$ cat config.mk
export PLATFORM = sky130hd
export DESIGN_NAME = regfile_mp
export DESIGN_NICKNAME = d
export VERILOG_FILES = /design/src/rtl/regfile_pkg.sv /design/src/rtl/rf_scoreboard.sv /design/src/rtl/regfile_mp.sv
export SDC_FILE = /design/constraint.sdc
export NUM_CORES = 2
export LEC_CHECK = 0
export BUFFER_PORTS_ARGS = -buffer_cell sky130_fd_sc_hd__buf_2
export CAP_MARGIN = 30
export CORE_MARGIN = 3
export CORE_UTILIZATION = 40
export CTS_CLUSTER_DIAMETER = 80
export DETAILED_ROUTE_END_ITERATION = 7
export PLACE_DENSITY_LB_ADDON = 0.15
export SYNTH_ARGS = -nofsm -noshare
export SYNTH_HDL_FRONTEND = slang
export SYNTH_SLANG_ARGS = --single-unit
$ cat constraint.sdc
create_clock -name clk -period 32.7 [get_ports clk]
set_input_delay 1.635 -clock clk [delete_from_list [all_inputs] [get_ports clk]]
set_output_delay 1.635 -clock clk [all_outputs]
set_load 0.05 [all_outputs]
$ cat src/rtl/regfile_pkg.sv
// Shared constants and the forwarding-priority helper for the multi-port
// register file.
package regfile_pkg;

    localparam int DEFAULT_XLEN = 32;
    localparam int DEFAULT_NREG = 32;

    // Source chosen for a read port's data.
    typedef enum logic [1:0] {
        SEL_STORED = 2'd0,
        SEL_WD0    = 2'd1,
        SEL_WD1    = 2'd2
    } byp_sel_e;

    // Write port 1 wins over port 0; the hits already include the write
    // enable and the "index is not x0" qualification.
    function automatic byp_sel_e bypass_sel(input logic hit0, input logic hit1);
        if (hit1) begin
            return SEL_WD1;
        end else if (hit0) begin
            return SEL_WD0;
        end else begin
            return SEL_STORED;
        end
    endfunction

endpackage

$ cat src/rtl/rf_scoreboard.sv
// Pending-write scoreboard: one busy bit per register, set on issue and
// cleared on write-back, plus a per-read-port busy lookup.
module rf_scoreboard
    import regfile_pkg::*;
#(
    parameter int NREG   = DEFAULT_NREG,
    parameter int NRD    = 2,
    parameter int BYPASS = 1,
    localparam int AW    = $clog2(NREG)
) (
    input  logic              clk,
    input  logic              rst,
    input  logic              we0_i,
    input  logic [AW-1:0]     wa0_i,
    input  logic              we1_i,
    input  logic [AW-1:0]     wa1_i,
    input  logic              iss_en_i,
    input  logic [AW-1:0]     iss_rd_i,
    input  logic [NRD*AW-1:0] ra_i,
    output logic [NREG-1:0]   busy_vec_o,
    output logic [NRD-1:0]    rbusy_o
);

    logic [NREG-1:0] busy_q;
    logic [NREG-1:0] busy_d;

    // Next busy state: a new issue beats a same-cycle write-back; x0 never busy.
    always_comb begin
        busy_d = busy_q;
        for (int i = 1; i < NREG; i++) begin
            if (iss_en_i && (iss_rd_i == AW'(i))) begin
                busy_d[i] = 1'b1;
            end else if ((we0_i && (wa0_i == AW'(i))) || (we1_i && (wa1_i == AW'(i)))) begin
                busy_d[i] = 1'b0;
            end
        end
        busy_d[0] = 1'b0;
    end

    // Busy state register, cleared asynchronously.
    always_ff @(posedge clk or posedge rst) begin
        if (rst) begin
            busy_q <= '0;
        end else begin
            busy_q <= busy_d;
        end
    end

    assign busy_vec_o = busy_q;

    for (genvar k = 0; k < NRD; k++) begin : g_rbusy
        logic [AW-1:0] ra_k;
        logic          wb_hit;
        logic          iss_hit;

        assign ra_k    = ra_i[k*AW +: AW];
        assign wb_hit  = (we0_i && (wa0_i == ra_k)) || (we1_i && (wa1_i == ra_k));
        assign iss_hit = iss_en_i && (iss_rd_i == ra_k);

        if (BYPASS != 0) begin : g_byp
            // A completing write-back hides the stale busy bit unless a new
            // producer is issued to the same register in the same cycle.
            assign rbusy_o[k] = busy_q[ra_k] & ~(wb_hit & ~iss_hit);
        end else begin : g_nobyp
            assign rbusy_o[k] = busy_q[ra_k];
        end
    end

endmodule

$ cat src/rtl/regfile_mp.sv
// Two-write, NRD-read register file with optional write-to-read forwarding,
// a link-register mirror and an issue/write-back scoreboard.
module regfile_mp
    import regfile_pkg::*;
#(
    parameter int XLEN     = DEFAULT_XLEN,
    parameter int NREG     = DEFAULT_NREG,
    parameter int NRD      = 2,
    parameter int BYPASS   = 1,
    parameter int LINK_IDX = 1,
    localparam int AW      = $clog2(NREG)
) (
    input  logic                clk,
    input  logic                rst,
    input  logic                we0,
    input  logic [AW-1:0]       wa0,
    input  logic [XLEN-1:0]     wd0,
    input  logic                we1,
    input  logic [AW-1:0]       wa1,
    input  logic [XLEN-1:0]     wd1,
    input  logic [NRD*AW-1:0]   ra,
    output logic [NRD*XLEN-1:0] rd,
    output logic [NRD-1:0]      rbusy,
    input  logic                iss_en,
    input  logic [AW-1:0]       iss_rd,
    output logic [XLEN-1:0]     link_q,
    output logic [NREG-1:0]     busy_vec
);

    logic [XLEN-1:0] regs_q [NREG];
    logic [XLEN-1:0] regs_d [NREG];

    // Next register contents: port 1 overrides port 0 on a shared index; x0 stays 0.
    always_comb begin
        regs_d = regs_q;
        for (int i = 1; i < NREG; i++) begin
            if (we1 && (wa1 == AW'(i))) begin
                regs_d[i] = wd1;
            end else if (we0 && (wa0 == AW'(i))) begin
                regs_d[i] = wd0;
            end
        end
        regs_d[0] = '0;
    end

    // Register array, cleared asynchronously.
    always_ff @(posedge clk or posedge rst) begin
        if (rst) begin
            for (int i = 0; i < NREG; i++) begin
                regs_q[i] <= '0;
            end
        end else begin
            regs_q <= regs_d;
        end
    end

    for (genvar k = 0; k < NRD; k++) begin : g_rd
        logic [AW-1:0]   ra_k;
        logic [XLEN-1:0] stored;
        logic            hit0;
        logic            hit1;
        byp_sel_e        sel;

        assign ra_k   = ra[k*AW +: AW];
        assign stored = (ra_k == '0) ? '0 : regs_q[ra_k];

        if (BYPASS != 0) begin : g_byp
            assign hit0 = we0 && (wa0 == ra_k) && (ra_k != '0);
            assign hit1 = we1 && (wa1 == ra_k) && (ra_k != '0);
        end else begin : g_nobyp
            assign hit0 = 1'b0;
            assign hit1 = 1'b0;
        end

        assign sel = bypass_sel(hit0, hit1);
        assign rd[k*XLEN +: XLEN] = (sel == SEL_WD1) ? wd1 :
                                    (sel == SEL_WD0) ? wd0 : stored;
    end

    if (LINK_IDX == 0) begin : g_link_zero
        assign link_q = '0;
    end else begin : g_link
        assign link_q = regs_q[LINK_IDX];
    end

    rf_scoreboard #(
        .NREG   (NREG),
        .NRD    (NRD),
        .BYPASS (BYPASS)
    ) u_sb (
        .clk        (clk),
        .rst        (rst),
        .we0_i      (we0),
        .wa0_i      (wa0),
        .we1_i      (we1),
        .wa1_i      (wa1),
        .iss_en_i   (iss_en),
        .iss_rd_i   (iss_rd),
        .ra_i       (ra),
        .busy_vec_o (busy_vec),
        .rbusy_o    (rbusy)
    );

endmodule

======== After elaboration in Yosys (flattened, before gate mapping) ========
Index checks and enable logic that the tools add are counted.
W data, S select, Z words.
operators by class
  $add $sub $neg .......................... 0
  multipliers ............................. 0
  div/mod/pow operators ................... 0
  $lt $le $gt $ge ......................... 4
  equal/unequal tests ..................... 103
  shift-type cells ........................ 0
  muxes and demuxes ....................... 144
  bitwise operators ....................... 10
  reductions and logical operators ........ 202
operator list
  operator              count
  $mux W32              72
  $bmux W32 S5          2
  $eq A5 B5 Y1 const B  48
  $reduce_bool A2 Y1    62
  $eq A5 B4 Y1 const B  24
  $logic_and A1 B1 Y1   103
  $mux W1               66
  $eq A5 B3 Y1 const B  12
  $logic_or A1 B1 Y1    33
  $eq A5 B2 Y1 const B  6
  $eq A5 B5 Y1          6
  $eq A5 B1 Y1 const B  3
  $ge A6 B6 Y1 const B  2
  $lt A5 B6 Y1 const B  2
  $not A5 Y6            2
  $bmux W1 S5           2
  $logic_not A5 Y1      2
  $reduce_bool A5 Y1    2
  $and A1 B1 Y1         4
  $eq A2 B1 Y1 const B  2
  $eq A2 B2 Y1 const B  2
  $mux W2               2
  $not A1 Y1            4
storage, ports and cells
  bits in registers ....................... 1023
  bits in latches ......................... 0
  bits in writable memories ............... 0
  bits in read-only memories .............. 0
  output and inout port bits .............. 130
  word-level logic and storage cells ...... 525
  memories kept ........................... 0

======== Logic depth before layout (Yosys ltp) ========
  depth in word-level cells ............... 8
  mapped depth ............................ 9

======== Cells and area by module ========
From an unflattened synthesis, not the netlist that was laid out.
unflattened totals
  cells, all modules ...................... 6606
  area, all modules ....................... 66409.9 µm²
modules (own cells, without submodules)
  module         instances  cells each  area each (µm²)
  regfile_mp     1          6327        63697.3
  rf_scoreboard  1          279         2712.6

======== Worst setup path before layout ========
OpenSTA, ideal clock, no wires.
  path type ............................... input port to output port
  start ................................... in ra[2]
  end ..................................... out rbusy[0]
  arrival ................................. 4.321 ns
  setup slack ............................. 26.744 ns
  stages on the path ...................... 7
  buffers on the path ..................... 4
  path through ............................ buf_4 > buf_4 > buf_2 > buf_1 > nand3b_1 > o21ai_0 > nor4_1
on the way
  longest elaborated chain between the ends .. 6
  elaborated cells between the ends (all ways) .. 13
  those cells by class .................... eq/ne: 3; mux: 2; bitwise: 4; reduce/logical: 4
ends and longest elaborated chain
  what                                                 line                 source
  start: declaration                                   regfile_mp.sv:21     input logic [NRD*AW-1:0] ra,
  branches (longest 5 deep; another with $bmux W1 S5)  -
  $and A1 B1 Y1 (*)                                    rf_scoreboard.sv:63  assign rbusy_o[k] = busy_q[ra_k] & ~(wb_hit & ~iss_hit);
  end: declaration                                     regfile_mp.sv:23     output logic [NRD-1:0] rbusy,
Mark *: on every way between the ends. The select of a mux whose other input is x is not followed.

======== Worst setup path in the final report ========
  start ................................... in ra[7]
  end ..................................... out rd[62]
on the way
  longest elaborated chain between the ends .. 8
  elaborated cells between the ends (all ways) .. 19
  those cells by class .................... eq/ne: 4; mux: 8; bitwise: 1; reduce/logical: 6
ends and longest elaborated chain
  what                                                  line              source
  branches (longest 7 deep; another with $bmux W32 S5)  -
  $mux W32 (*)                                          regfile_mp.sv:76  assign rd[k*XLEN +: XLEN] = (sel == SEL_WD1) ? wd1 :
  end: declaration                                      regfile_mp.sv:22  output logic [NRD*XLEN-1:0] rd,
Marked as above.

==> results.md <==
* First-pass GRT wire length at 416 mm
* Crit Path Category: input port to primary output
* Mapped Area at 66700 µm²
* Hold Path Class: flop to flop
* Later-pin clock latency in the skew report at 0.79 ns
* Clock slew at reported path FFs at 0.05 ns
* Cell taking the most area after synthesis: dfrtp_1
* Worst-margin pin slew at 1.25 ns
* Initial antenna violation count at 22
* Pleak at 32.7 nW
* Critical path's top delay family: buffers and inverters
* TritonRoute pass-1 iters at 8
* Crit-path cells: buf_6 > buf_4 > or2_4 > nor4_1 > a21oi_4 > buf_12 > nand2b_2 > buf_4 > o31ai_1 > buf_2
* Vias at 55984
* Number of synthesized flops with an enable pin at 0
* Final setup vio count at 0
* Vert. Die Dim at 414 µm
* Post-DRT Antenna Nets at 0
* Peak supply drop at 55.7 µV
* Core area at 165000 µm²
* Pin count of the biggest net entering global routing at 122
* Pins Over Slew Limit at 0
* Buf/Inv on CP at 5
* Syn_area_per_cell at 9.86 µm²
* Initial Utilization at 40.4%
* IO Port Bufs at 222
* GRT Util Overall at 33.3%
* Max Root-Sink Buffers at 3
* Hold Buf Count CTS at 0
* Horiz. Die Dim at 414 µm
* Max cap viols at 0
* Yosys warns at 0
* Slowest Stage Delay on Critical Path at 0.90 ns
* Final hold violation count at 0
* Num CTS Buffers at 130
* Post-synth top area share at 38.4%
* Slew Limit Headroom at 17.0%
* Num ports at 224
* Final RePlAce weighted congestion at 0.912
* Max stage delay cell, worst path: o31ai_1
* DR WL/cell at 33.8 µm
* Share of cells above drive strength 1 at 16.4%
* HPWL Detailed at 175 mm
* Fin Setup TNS at 0 ns
* Cell Rows at 149
* Seq cells post-synth at 1023
* Drt first-iter violations at 7353
* Area contributors post-synth: dfrtp_1 (38%), mux2i_1 (21%), mux4_2 (8.0%), a21oi_1 (4.1%), o21ai_0 (3.4%)
* FFs w/ async S/R, synth at 100%
* NumNets Final at 6493
* Clock net sink count at 1023
* Skew final at 0 ns
* Vias/cell at 6.44
* Number of global-route vias before repair at 53812
* Fmax achieved at 130 MHz
* CP dominant cell by count: buf_4
* CTS root buffer: clkbuf_16
* CP Launch Type: input port
* DIE AREA at 172000 µm²
* Type of element capturing the critical path: primary output
* Power density cells at 63.1 nW/µm²
* Post-CTS Setup Bufs at 0
* Final Cell Area at 73300 µm²
* Yosys cell types at 63
* Min Clock Period, post-route at 7.67 ns
* Layout area overhead at 9.86%
* RSZ-0062 raised after global routing: false
* DP Area at 68900 µm²
* Crit-path max FO at 73
* Depth of the CTS H-tree at 4
* Post-Syn Nets at 6861
* Crit path required time at 31.06 ns
* Gr ovfl total at 0
* Post-CTS resize count at 0
* CTS tree: built
* Period utilisation layout at 23.5%
* Sequential share of the synthesized area at 38.4%
* Crit path DAT at 6.04 ns
* Synth Instances at 6767
* DRC Markers at 0
* Most frequent cells in the layout: mux2i_1 (1413), dfrtp_1 (1023), a21oi_1 (548)
* Outcome: finished clean
* Most common cell after layout, fill and taps aside: mux2i_1
* Synth Flop Type: dfrtp_1
* Total wire length at 294 mm
Yosys cell counts (all sizes together), types with 33 or more instances:
master	instances
clkbuf	534
inv	34
o31ai	65
mux2	162
o21ai	500
nand2	574
nor2	554
mux4	240
o22ai	217
buf	348
dfrtp	1023
nor2b	43
a22oi	96
a21oi	549
mux2i	1413
nor3	73
a221oi	33
or3	35
worst register-to-register path, stage by stage, from the launching register on:
cell,delay [ns]
dfrtp_1,0.51
mux2i_1,0.19
o21ai_0,0.09
logic make-up (layout without fill, tap and decap cells):
family                    after synthesis  count (layout)  synth area share [%]
other                                   1              14               0.00562
buffers and inverters                 916             644                  6.39
xor gates and xnor gates               30              30                 0.394
DFF                                  1023            1023                  38.4
and+or+nand+nor                      1348            1348                  8.41
AOI/OAI and AO/OA                    1634            1634                  14.4
muxes                                1815            1815                  32.0
state kept, by name (all words and copies together) (netlist names):
signal,flops
regs_q,960
link_q,32
u_sb.busy_vec_o,31
report_power, final:
part           internal (mW)  switching [mW]  total, mW
Clock                  0.866           0.611       1.48
Combinational          0.559           0.691       1.25
Sequential              1.60           0.298       1.90
layout make-up:
class / count / area [µm²]
Clock buffer: 198 / 3800
Timing Repair Buffer: 382 / 3150
Inverter: 34 / 135
Multi-Input combinational cell: 4828 / 37400
Antenna cell: 13 / 32.5
Clock inverter: 30 / 449
Sequential cell: 1023 / 25600
Tap cell: 2189 / 2740
Fill cell: 15578 / 92100
through the flow:
step | hold WS (ns) | total power [mW] | setup WS (ns) | utilization, % | cells
final | 0.565 | 4.63 | 25.03 | 44.3 | 8697
after global routing | 0.602 | 4.83 | 25.13 | 44.3 | 8692
after CTS | 0.566 | 4.62 | 25.32 | 44.2 | 8679
after detailed placement | 0.558 | 3.14 | 25.32 | 41.7 | 8451
after global placement | 0.553 | 3.11 | 25.30 | 41.1 | 8414
after floorplan | 0.536 | 2.79 | 2.28 | - | 6767
worst paths after layout:
kind / startpoint / end / slack, ns / cells after the start
max: ra[7] / rd[62] / 25.03 / 10
min in group asynchronous: rst / regs_q[386]$_DFFE_PP0P_ / 1.01 / 2
max reg2reg: link_q[28]$_DFFE_PP0P_ / link_q[28]$_DFFE_PP0P_ / 31.77 / 2
max in group asynchronous: rst / regs_q[853]$_DFFE_PP0P_ / 27.80 / 6
min reg2reg: u_sb.busy_vec_o[31]$_DFFE_PP0P_ / u_sb.busy_vec_o[31]$_DFFE_PP0P_ / 0.57 / 2
min: u_sb.busy_vec_o[31]$_DFFE_PP0P_ / u_sb.busy_vec_o[31]$_DFFE_PP0P_ / 0.57 / 2
routing by layer:
layer	part of all wire, %	up-vias	wire length, µm	GRT usage, %
met5	0	-	0	0
met4	6.6	0	19600	19.2
met3	8.5	786	25100	6.42
met2	45	3108	133000	51.7
met1	40	28222	117000	43.3
li1	-	23868	-	-
(Power assumes the default switching activity.)
